==> src/rtl/alu_pkg.sv <==
// Shared opcode encoding for the registered ALU and its decoder.
// The typedef keeps sel values self-documenting at every use site.
package alu_pkg;

  typedef logic [2:0] alu_op_t;

  localparam alu_op_t OP_ADD = 3'b000;
  localparam alu_op_t OP_SUB = 3'b001;
  localparam alu_op_t OP_AND = 3'b010;
  localparam alu_op_t OP_OR  = 3'b011;
  localparam alu_op_t OP_XOR = 3'b100;
  localparam alu_op_t OP_NOT = 3'b101;
  localparam alu_op_t OP_SHL = 3'b110;
  localparam alu_op_t OP_SHR = 3'b111;

endpackage

==> src/rtl/alu_barrel_shift.sv <==
// Logical left/right shifter with shift-out bit, saturating to zero
// once the amount reaches the operand width.
module alu_barrel_shift #(
  parameter int WIDTH = 4
) (
  input  logic [WIDTH-1:0] a,
  input  logic [WIDTH-1:0] amount,
  input  logic             left,
  output logic [WIDTH-1:0] shifted,
  output logic             shift_out
);

  localparam logic [WIDTH-1:0] SHIFT_LIMIT = WIDTH'(WIDTH);

  logic [WIDTH:0] left_ext;
  logic [WIDTH:0] right_ext;
  logic           amount_over;
  logic           amount_full;

  // One guard bit beyond the operand catches the last bit shifted out.
  assign left_ext    = {1'b0, a} << amount;
  assign right_ext   = {a, 1'b0} >> amount;
  assign amount_over = (amount > SHIFT_LIMIT);
  assign amount_full = (amount >= SHIFT_LIMIT);

  always_comb begin
    // NOTE: every output gets a default first so no path leaves it unassigned (no latch).
    shifted   = '0;
    shift_out = 1'b0;
    if (left) begin
      shifted   = amount_full ? '0 : left_ext[WIDTH-1:0];
      shift_out = amount_over ? 1'b0 : left_ext[WIDTH];
    end else begin
      shifted   = amount_full ? '0 : right_ext[WIDTH:1];
      shift_out = amount_over ? 1'b0 : right_ext[0];
    end
  end

endmodule

==> src/rtl/alu_4bit.sv <==
// Registered ALU: a combinational next-value selection on sel feeding a
// single output register stage, one result per cycle, no stall.
module alu_4bit
  import alu_pkg::*;
#(
  parameter int WIDTH = 4
) (
  input  logic             clk,
  input  logic             rst_n,
  input  logic             in_valid,
  input  logic [WIDTH-1:0] A,
  input  logic [WIDTH-1:0] B,
  input  alu_op_t          sel,
  output logic             out_valid,
  output logic [WIDTH-1:0] y,
  output logic             c_out,
  output logic             zero
);

  logic             is_sub;
  logic [WIDTH-1:0] b_operand;
  logic [WIDTH:0]   sum;
  logic [WIDTH-1:0] shifted;
  logic             shift_out;
  logic [WIDTH-1:0] y_next;
  logic             c_next;

  // Add and subtract share one adder: SUB is A + ~B + 1, borrow = ~carry.
  assign is_sub    = (sel == OP_SUB);
  assign b_operand = is_sub ? ~B : B;
  assign sum       = {1'b0, A} + {1'b0, b_operand} + {{WIDTH{1'b0}}, is_sub};

  alu_barrel_shift #(
    .WIDTH(WIDTH)
  ) u_shift (
    .a        (A),
    .amount   (B),
    .left     (sel == OP_SHL),
    .shifted  (shifted),
    .shift_out(shift_out)
  );

  always_comb begin
    y_next = '0;
    c_next = 1'b0;
    unique case (sel)
      OP_ADD: begin
        y_next = sum[WIDTH-1:0];
        c_next = sum[WIDTH];
      end
      OP_SUB: begin
        y_next = sum[WIDTH-1:0];
        c_next = ~sum[WIDTH];
      end
      OP_AND: y_next = A & B;
      OP_OR:  y_next = A | B;
      OP_XOR: y_next = A ^ B;
      OP_NOT: y_next = ~A;
      OP_SHL, OP_SHR: begin
        y_next = shifted;
        c_next = shift_out;
      end
      default: ;
    endcase
  end

  always_ff @(posedge clk or negedge rst_n) begin
    if (!rst_n) begin
      out_valid <= 1'b0;
      y         <= '0;
      c_out     <= 1'b0;
      zero      <= 1'b1;
    end else begin
      // NOTE: non-blocking assignments so every flop samples pre-edge values.
      out_valid <= in_valid;
      if (in_valid) begin
        y     <= y_next;
        c_out <= c_next;
        zero  <= (y_next == '0);
      end
    end
  end

endmodule

==> config.mk <==
export PLATFORM = sky130hd
export DESIGN_NAME = alu_4bit
export DESIGN_NICKNAME = d
export VERILOG_FILES = /design/src/rtl/alu_pkg.sv /design/src/rtl/alu_barrel_shift.sv /design/src/rtl/alu_4bit.sv
export SDC_FILE = /design/constraint.sdc
export NUM_CORES = 1
export LEC_CHECK = 0
export ABC_AREA = 1
export CORE_ASPECT_RATIO = 1.1
export CORE_MARGIN = 2
export CORE_UTILIZATION = 38
export CTS_CLUSTER_SIZE = 40
export DETAILED_ROUTE_END_ITERATION = 6
export DONT_BUFFER_PORTS = 1
export GPL_ROUTABILITY_DRIVEN = 0
export REMOVE_ABC_BUFFERS = 1
export SETUP_SLACK_MARGIN = 0.3
export SYNTH_ARGS = -nofsm -noshare
export SYNTH_HDL_FRONTEND = slang
export SYNTH_SLANG_ARGS = --single-unit
==> constraint.sdc <==
create_clock -name clk -period 1 [get_ports clk]
set_input_delay 0.2 -clock clk [delete_from_list [all_inputs] [get_ports clk]]
set_output_delay 0.2 -clock clk [all_outputs]
set_load 0.05 [all_outputs]
Word-level counts from Yosys, hierarchy flattened
Index checks and enable logic that the tools add are counted.
{"block": "word_totals", "regBits": 7, "inputBits": 14, "wordCells": 36}
{"block": "classes", "n_addsub": 2, "order_cmp": 2, "n_eq_ne": 7, "n_shift": 2, "n_mux": 9, "bitwise_logic": 6, "n_reduce_logical": 4}
{"op": "$pmux 4 s6", "n": 1}
{"op": "$mux 4", "n": 4}
{"op": "$eq 3x3->1 const B", "n": 4}
{"op": "$not 4->4", "n": 2}
{"op": "$eq 3x2->1 const B", "n": 2}
{"op": "$add 4x4->5", "n": 1}
{"op": "$add 5x1->5", "n": 1}
{"op": "$shl 4x4->5", "n": 1}
{"op": "$shr 5x4->5", "n": 1}
{"op": "$and 4x4->4", "n": 1}
{"op": "$ge 4x3->1 const B", "n": 1}
{"op": "$gt 4x3->1 const B", "n": 1}
{"op": "$logic_not 4->1", "n": 1}
{"op": "$or 4x4->4", "n": 1}
{"op": "$reduce_or 2->1", "n": 2}
{"op": "$xor 4x4->4", "n": 1}
{"op": "$eq 3x1->1 const B", "n": 1}
{"op": "$logic_not 3->1", "n": 1}
{"op": "$mux 1", "n": 3}
{"op": "$pmux 1 s3", "n": 1}
{"op": "$not 1->1", "n": 1}

Longest topological paths before layout
Gate-level depths: netlist (run 1).
{"block": "depth", "ltp_word": 6, "ltp_mapped": 14, "ltp_nobuf": 13}

Hierarchy
From an unflattened synthesis (run 1), not the netlist that was laid out.
{"block": "hier_totals", "cells_unflattened": 177, "area_unflattened_um2": 1082.3}
{"module": "alu_4bit", "n_inst": 1, "cells_per_inst": 125, "area_each_um2": 855.8, "seq_area_each_um2": 176.4}
{"module": "alu_barrel_shift", "n_inst": 1, "cells_per_inst": 52, "area_each_um2": 226.5, "seq_area_each_um2": 0.0}

Least setup slack after synthesis (run 1)
OpenSTA, ideal clock, no wires.
{"block": "synth_path", "path_kind": "input-to-reg", "from": "in sel[2]", "to": "reg c_out", "setup_ns": 0.121, "arrival_time_ns": 1.694, "required_ns": 0.879, "path_slack_ns": -0.815, "cell_stages": 10, "path_cell_list": "buf_6 inv_2 nand3_4 xor2_1 inv_1 fa_1 o21ai_0 o21ai_0 nor3_1 nor2_1"}
{"block": "synth_between", "elab_chain_len": 6, "elab_cells_between_ends": 11, "cone_classes": "2 x add/sub; 3 x eq/ne; 3 x mux; 1 x bitwise; 2 x reduce/logical"}
{"item": "from (decl)", "line": "alu_4bit.sv:13", "source": "input alu_op_t sel,"}
{"item": "$eq 3x1->1", "line": "alu_4bit.sv:29, alu_4bit.sv:46"}
{"item": "$mux 4", "line": "alu_4bit.sv:30", "source": "assign b_operand = is_sub ? ~B : B;"}
{"item": "$add 4x4->5", "line": "alu_4bit.sv:31", "source": "assign sum = {1'b0, A} + {1'b0, b_operand} + {{WIDTH{1'b0}}, is_sub};"}
{"item": "$add 5x1->5", "line": "alu_4bit.sv:31"}
{"item": "$not 1->1", "line": "alu_4bit.sv:53", "source": "c_next = ~sum[WIDTH];"}
{"item": "$pmux 1 s3 (*)", "line": "alu_4bit.sv:46", "source": "unique case (sel)"}
{"item": "to (signal assigned)", "line": "alu_4bit.sv:78", "source": "c_out <= c_next;"}
{"item": "to (decl)", "line": "alu_4bit.sv:16", "source": "output logic c_out,"}
Every way passes the cells marked *; elsewhere a longest branch is shown, timed or not.
A chain may end at the register's enable or synchronous reset.

Final worst setup path (run 1)
{"block": "layout_path", "from": "in sel[1]", "to": "reg c_out"}
Same word-level chain as after synthesis.

==> impl_metrics.json, run 1 <==
{
  "status": "finished, violations left",
  "violations": "setup timing",
  "synth_compound_area_share_pct": 10.6,
  "syn_to_final_growth_pct": 43.5,
  "synth-seq-area-share_pct": 16.3,
  "p_seq_share_pct": 29.8,
  "drt_pass1_iterations": 4,
  "drtIter0Drc": 78,
  "cts_tree": "yes",
  "fin_nets": 238,
  "drive_above_1_share_pct": 32.4,
  "rows": 20,
  "period_share_pct": 137,
  "crit_family": "simple AND/OR/NAND/NOR gates",
  "die_y_um": 59.9,
  "synth_top_area_share_pct": 17.0,
  "worst_pin_slew_ps": 331,
  "synth_mux_area_share_pct": 0,
  "fmax_mhz": 730,
  "cts-root-buf": "clkbuf_4",
  "synth_top_family_by_area": "simple AND/OR/NAND/NOR gates",
  "period_minus_slack_ps": 1370,
  "multiInputGateArea_um2": 838,
  "maxCapViolCount": 0,
  "start_kind": "input port",
  "synthTopCellsByArea": "nand2_1, dfrtp_1, ha_1",
  "portBuffers": 0,
  "rsz0062_at_grt": "yes",
  "h-tree-depth": 1,
  "clock_sinks": 7,
  "cts_made_buffers": 3,
  "crit_arrival_ps": 1520,
  "yosysTopAreaCell": "nand2_1",
  "clock_latency_ps": 260,
  "power.leakage_nw": 0.802,
  "grtUsageTotal_pct": 21.9,
  "vias_per_cell": 5.25,
  "critical_path.max_stage_delay_ps": 320,
  "routed_wl_um": 3350,
  "num-fill-cells": 255,
  "combPwrFrac_pct": 50.8,
  "path_cells": "inv_6 -> nand3_4 -> buf_6 -> xor2_1 -> ha_1 -> a21oi_2 -> o21ai_2 -> nand4_1 -> nand2_1 -> nor3_2 -> nor2_1",
  "antenna_found_initial": 0,
  "utilization_pct": 56.9,
  "placed_area_um2": 1330,
  "ir_worst_vdd_v": 0.000854,
  "io_pins": 21,
  "path_max_fanout": 4,
  "die_w_um": 54.9,
  "criticalPathCategory": "in2reg",
  "hold_viol_final": 0,
  "core_area_um2": 2730,
  "clock_power_share_pct": 19.4,
  "power_switching_mw": 0.572,
  "fin_ws_ps": -370,
  "timing.hold.ws_ps": 58.2,
  "cp.required_ps": 1150,
  "seq_area_um2": 178,
  "setup_violations": 10,
  "hp-class": "in2reg",
  "hpwl_um": 2660,
  "dp_cells": 233,
  "yosys.area_share.simple_pct": 42.5,
  "p_total_mw": 1.36,
  "ys_ff_latch": 7,
  "die_area_um2": 3290,
  "yosysUniqueCellTypes": 29,
  "synth-adder-area-share_pct": 15.7,
  "p_sw_share_pct": 42.1,
  "avgSynthCellArea_um2": 6.18,
  "grt_pass1_wl_um": 5260,
  "setup-tns-final_ps": -1870,
  "drc": 0,
  "place_ws_ps": -783,
  "netlist_area_um2": 1080,
  "cts_buffer_depth": 2,
  "clk_pin_slew_ps": 60,
  "final_cells": 243,
  "yosys_warnings": 0,
  "fin_area_um2": 1550,
  "max_slew_margin_pct": 77.7,
  "grt_pass1_vias": 1173,
  "synth_xor_area_share_pct": 3.24,
  "cp-end-kind": "flip-flop",
  "slew_violations": 0,
  "slowest_stage": "ha_1",
  "diodes": 0,
  "grt_max_degree": 13,
  "vias": 1276,
  "critPathBufInv": 2,
  "syn_inst": 175,
  "drtAntennaViolNets": 0,
  "power_density_nw_per_um2": 877,
  "wire_per_inst_um": 13.8,
  "start_util_pct": 39.6,
  "grt.overflow.total": 0,
  "internal_power_mw": 0.789,
  "fin_skew_ps": 0
}
state kept, by name (all words and copies together), names as in the netlist:
signal	cells
out_valid	1
zero	1
c_out	1
y	4
cell usage in the layout (no fill, tap or decap), drive strengths merged:
master	n
inv	27
clkbuf	3
o22ai	1
nand3	19
xnor2	1
buf	31
fa	1
ha	12
nor4	1
a21oi	7
nand4	2
nor2	20
nand2	51
or2	1
nand3b	1
o21ai	14
dfrtp	6
dfstp	1
nor3	3
clkinv	3
xor2	3
dlygate4sd3	2
power by group through the flow:
stage	Combinational, mW	Sequential, mW	Clock, mW
finish	0.691	0.406	0.264
global route	0.751	0.411	0.292
CTS	0.651	0.404	0.275
detailed placement	0.590	0.406	0
global placement	0.577	0.406	0
floorplan	0.282	0.484	0
cell families (layout without fill, tap and decap cells):
logic type | count (synthesis) | in the layout
AOI/OAI and AO/OA | 22 | 22
xor gates and xnor gates | 4 | 4
buffers and inverters | 31 | 66
adders and majority gates | 13 | 13
and+or+nand+nor | 98 | 98
DFF | 7 | 7
cells in the mapped netlist:
master	number
a21oi_1	6
xnor2_1	1
o21ai_0	10
dfrtp_1	6
nand3b_1	1
nor3_2	1
nand2_1	49
a21oi_2	1
dfstp_2	1
inv_1	22
buf_6	1
xor2_1	3
nand3_4	1
ha_1	12
nor2_4	1
nand3_1	15
nor2_2	2
nand4_1	2
inv_2	7
o22ai_1	1
nand2_2	2
buf_2	1
o21ai_1	4
nor4_1	1
nor3_1	2
or2_0	1
nor2_1	17
fa_1	1
nand3_2	3
worst paths after layout:
| check | startpoint | end | slack (ps) | cells past startpoint |
|---|---|---|---|---|
| max | sel[1] | c_out$_DFFE_PN0P_ | -370 | 11 |
| max in group asynchronous | rst_n | zero$_DFFE_PN1P_ | 460 | 1 |
| min reg2reg | y[3]$_DFFE_PN0P_ | y[3]$_DFFE_PN0P_ | 530 | 2 |
| max reg2reg | zero$_DFFE_PN1P_ | zero$_DFFE_PN1P_ | 90 | 2 |
| min in group asynchronous | rst_n | y[0]$_DFFE_PN0P_ | 260 | 1 |
| min | in_valid | y[1]$_DFFE_PN0P_ | 60 | 2 |
what timing repair did:
action / in CTS / in global routing
pin swaps: 22 / 15
setup buffers: 0 / 4
gates resized for setup: 29 / 9
endpoints found under the setup margin: 13 / 13
hold endpoints to repair: 8 / 0
hold buffers: 2 / 0
area by class of cell:
class	count	share of cell area [%]
Sequential cell	7	11.5
Clock inverter	1	0.323
Inverter	29	10.7
Timing Repair Buffer	33	19.4
Multi-Input combinational cell	137	54.0
Clock buffer	3	1.45
Tap cell	33	2.66
metal layers:
layer  vias to the layer above  part of all wire, %  global-route usage (%)
met5                         -                    0                       0
met4                         0                  3.1                    10.4
met3                        10                  8.5                    4.50
met2                        57                   47                    33.3
met1                       584                   41                    28.9
li1                        625                    -                       -
Note: power is estimated with default switching activity, not from simulation.
==> inputs of run 2 (changes only) <==
- REMOVE_ABC_BUFFERS: 1 -> default
- SETUP_SLACK_MARGIN: 0.3 -> 0.02
==> run 2 against run 1 <==
Compared with the run above:
- the run still ends with setup timing left
- sequential power increased by 5.9%
- final area decreased by 7.7%
- total power decreased by 4.9%
- die area unchanged
- sequential share of layout area increased by 1.0 points
- non-clock buffer count decreased by 10
- clock-buffer cell count increased by 1
- maximum frequency increased by 1.0%
- largest power group unchanged
==> impl_metrics.json, run 2 (synthesis results as in run 1) <==
{
  "slew_violations": 0,
  "maxCapViolCount": 0,
  "fmax_mhz": 737,
  "crit_arrival_ps": 1550,
  "diodes": 0,
  "power_density_nw_per_um2": 904,
  "hold_start": "in_valid",
  "whs_path_depth": 2,
  "h-tree-depth": 1,
  "status": "finished, violations left",
  "hold_viol_final": 0,
  "drc": 0,
  "routed_wl_um": 3120,
  "cts_buffer_depth": 2,
  "num-fill-cells": 286,
  "vias": 1200,
  "final_cells": 233,
  "rsz0062_at_grt": "yes",
  "drive_above_1_share_pct": 27.5,
  "cts_made_buffers": 3,
  "cp-end-kind": "flip-flop",
  "period_minus_slack_ps": 1360,
  "drtAntennaViolNets": 0,
  "grt_max_degree": 13,
  "worst_pin_slew_ps": 320,
  "criticalPathCategory": "in2reg",
  "core_area_um2": 2730,
  "grt_pass1_vias": 1183,
  "clock_power_share_pct": 20.1,
  "cp.required_ps": 1190,
  "hp-class": "in2reg",
  "grtUsageTotal_pct": 21.2,
  "combPwrFrac_pct": 46.7,
  "wire_per_inst_um": 13.4,
  "fin_ws_ps": -356,
  "largest_register": "y",
  "die_w_um": 54.9,
  "placed_area_um2": 1320,
  "cts-root-buf": "clkbuf_4",
  "r2r_cells": 2,
  "r2r_end": "zero$_DFFE_PN1P_",
  "fin_skew_ps": 0,
  "clock_latency_ps": 250,
  "die_y_um": 59.9,
  "die_area_um2": 3290,
  "ff2ff_setup_slack_ps": 100,
  "syn_to_final_growth_pct": 32.5,
  "fin_area_um2": 1430,
  "final_common_cell": "nand2_1",
  "antenna_found_initial": 0,
  "power_switching_mw": 0.542,
  "r2r-start": "zero$_DFFE_PN1P_",
  "fin_nets": 228,
  "io_pins": 21,
  "setup_violations": 9,
  "p_seq_share_pct": 33.2,
  "start_util_pct": 39.6,
  "portBuffers": 0,
  "internal_power_mw": 0.752,
  "min_to": "y[1]$_DFFE_PN0P_",
  "period_share_pct": 136,
  "violations": "setup timing",
  "grt_pass1_wl_um": 5100,
  "synth.net_count": 202,
  "vias_per_cell": 5.15,
  "ir_worst_vdd_v": 0.000709,
  "final_cell_mix": "nand2_1, inv_1, nor2_1, buf_4, nand3_1",
  "dp_cells": 226,
  "p_sw_share_pct": 41.9,
  "cts_tree": "yes",
  "clk_pin_slew_ps": 50,
  "utilization_pct": 52.5,
  "rows": 20,
  "largest_register_ff_count": 4,
  "drtIter0Drc": 38,
  "max_slew_margin_pct": 78.6,
  "power.leakage_nw": 0.729,
  "clock_sinks": 7,
  "path_max_fanout": 8,
  "start_kind": "input port",
  "hpwl_um": 2640,
  "grt.overflow.total": 0,
  "drt_pass1_iterations": 4
}
## run 2: worst max path at each step
stage | startpoint | to | slack, ps
2_1_floorplan | sel[2] | zero$_DFFE_PN1P_ | -660
3_3_place_gp | sel[1] | zero$_DFFE_PN1P_ | -600
3_5_place_dp | sel[1] | zero$_DFFE_PN1P_ | -650
4_1_cts | sel[2] | zero$_DFFE_PN1P_ | -380
5_1_grt | sel[2] | zero$_DFFE_PN1P_ | -460
6_report | sel[2] | zero$_DFFE_PN1P_ | -360
## run 2: repair_timing
item / CTS / global route
buffers inserted: 1 / 0
hold buffers: 2 / 0
gates cloned: 0 / 0
resized for setup: 9 / 7
endpoints found under the hold margin: 8 / 0
pin swaps: 7 / 8
endpoints found under the setup margin: 12 / 13
## run 2: metal layers
metal,GRT usage (%),share of wire (%),wire length (um)
met1,25.1,41,1290
met2,35.4,50,1560
met3,2.75,5.4,167
met4,12.9,3.3,103
met5,0,0,0
## run 2: final cells by class
cell class / count / area, um2 / share of cell area (%)
flip-flops and latches: 7 / 179 / 12.5
clock buffers: 4 / 26.3 / 1.83
well taps: 33 / 41.3 / 2.88
repair buffers: 23 / 219 / 15.3
inverters: 29 / 140 / 9.78
multi-input cells: 137 / 827 / 57.7
## run 2: power by group through the flow
stage,Sequential [mW],Combinational (mW),Clock (mW)
after floorplan,0.484,0.310,0
after global placement,0.429,0.547,0
after global routing,0.435,0.670,0.290
after CTS,0.431,0.590,0.269
after detailed placement,0.433,0.562,0
final,0.430,0.605,0.260
## run 2: metrics by stage
step	worst slack, ps	hold slack (ps)	power, mW	TNS, ps
after floorplan	-663	-95.6	0.794	-3060
after global placement	-596	-95.4	0.977	-3000
after detailed placement	-648	-95.4	0.995	-3230
after CTS	-377	72.8	1.29	-1850
after global routing	-458	65.3	1.39	-2370
final	-356	67.4	1.29	-1750
## run 2: worst max-delay path, cell delays in order
cell       delay (ps)
clkinv_16          30
nand3_4           110
xor2_2            160
inv_1              70
fa_2              360
xnor2_1           140
a21oi_1           150
nand3_1           100
nor2_1             90
nand3_1            70
nand2_1            70
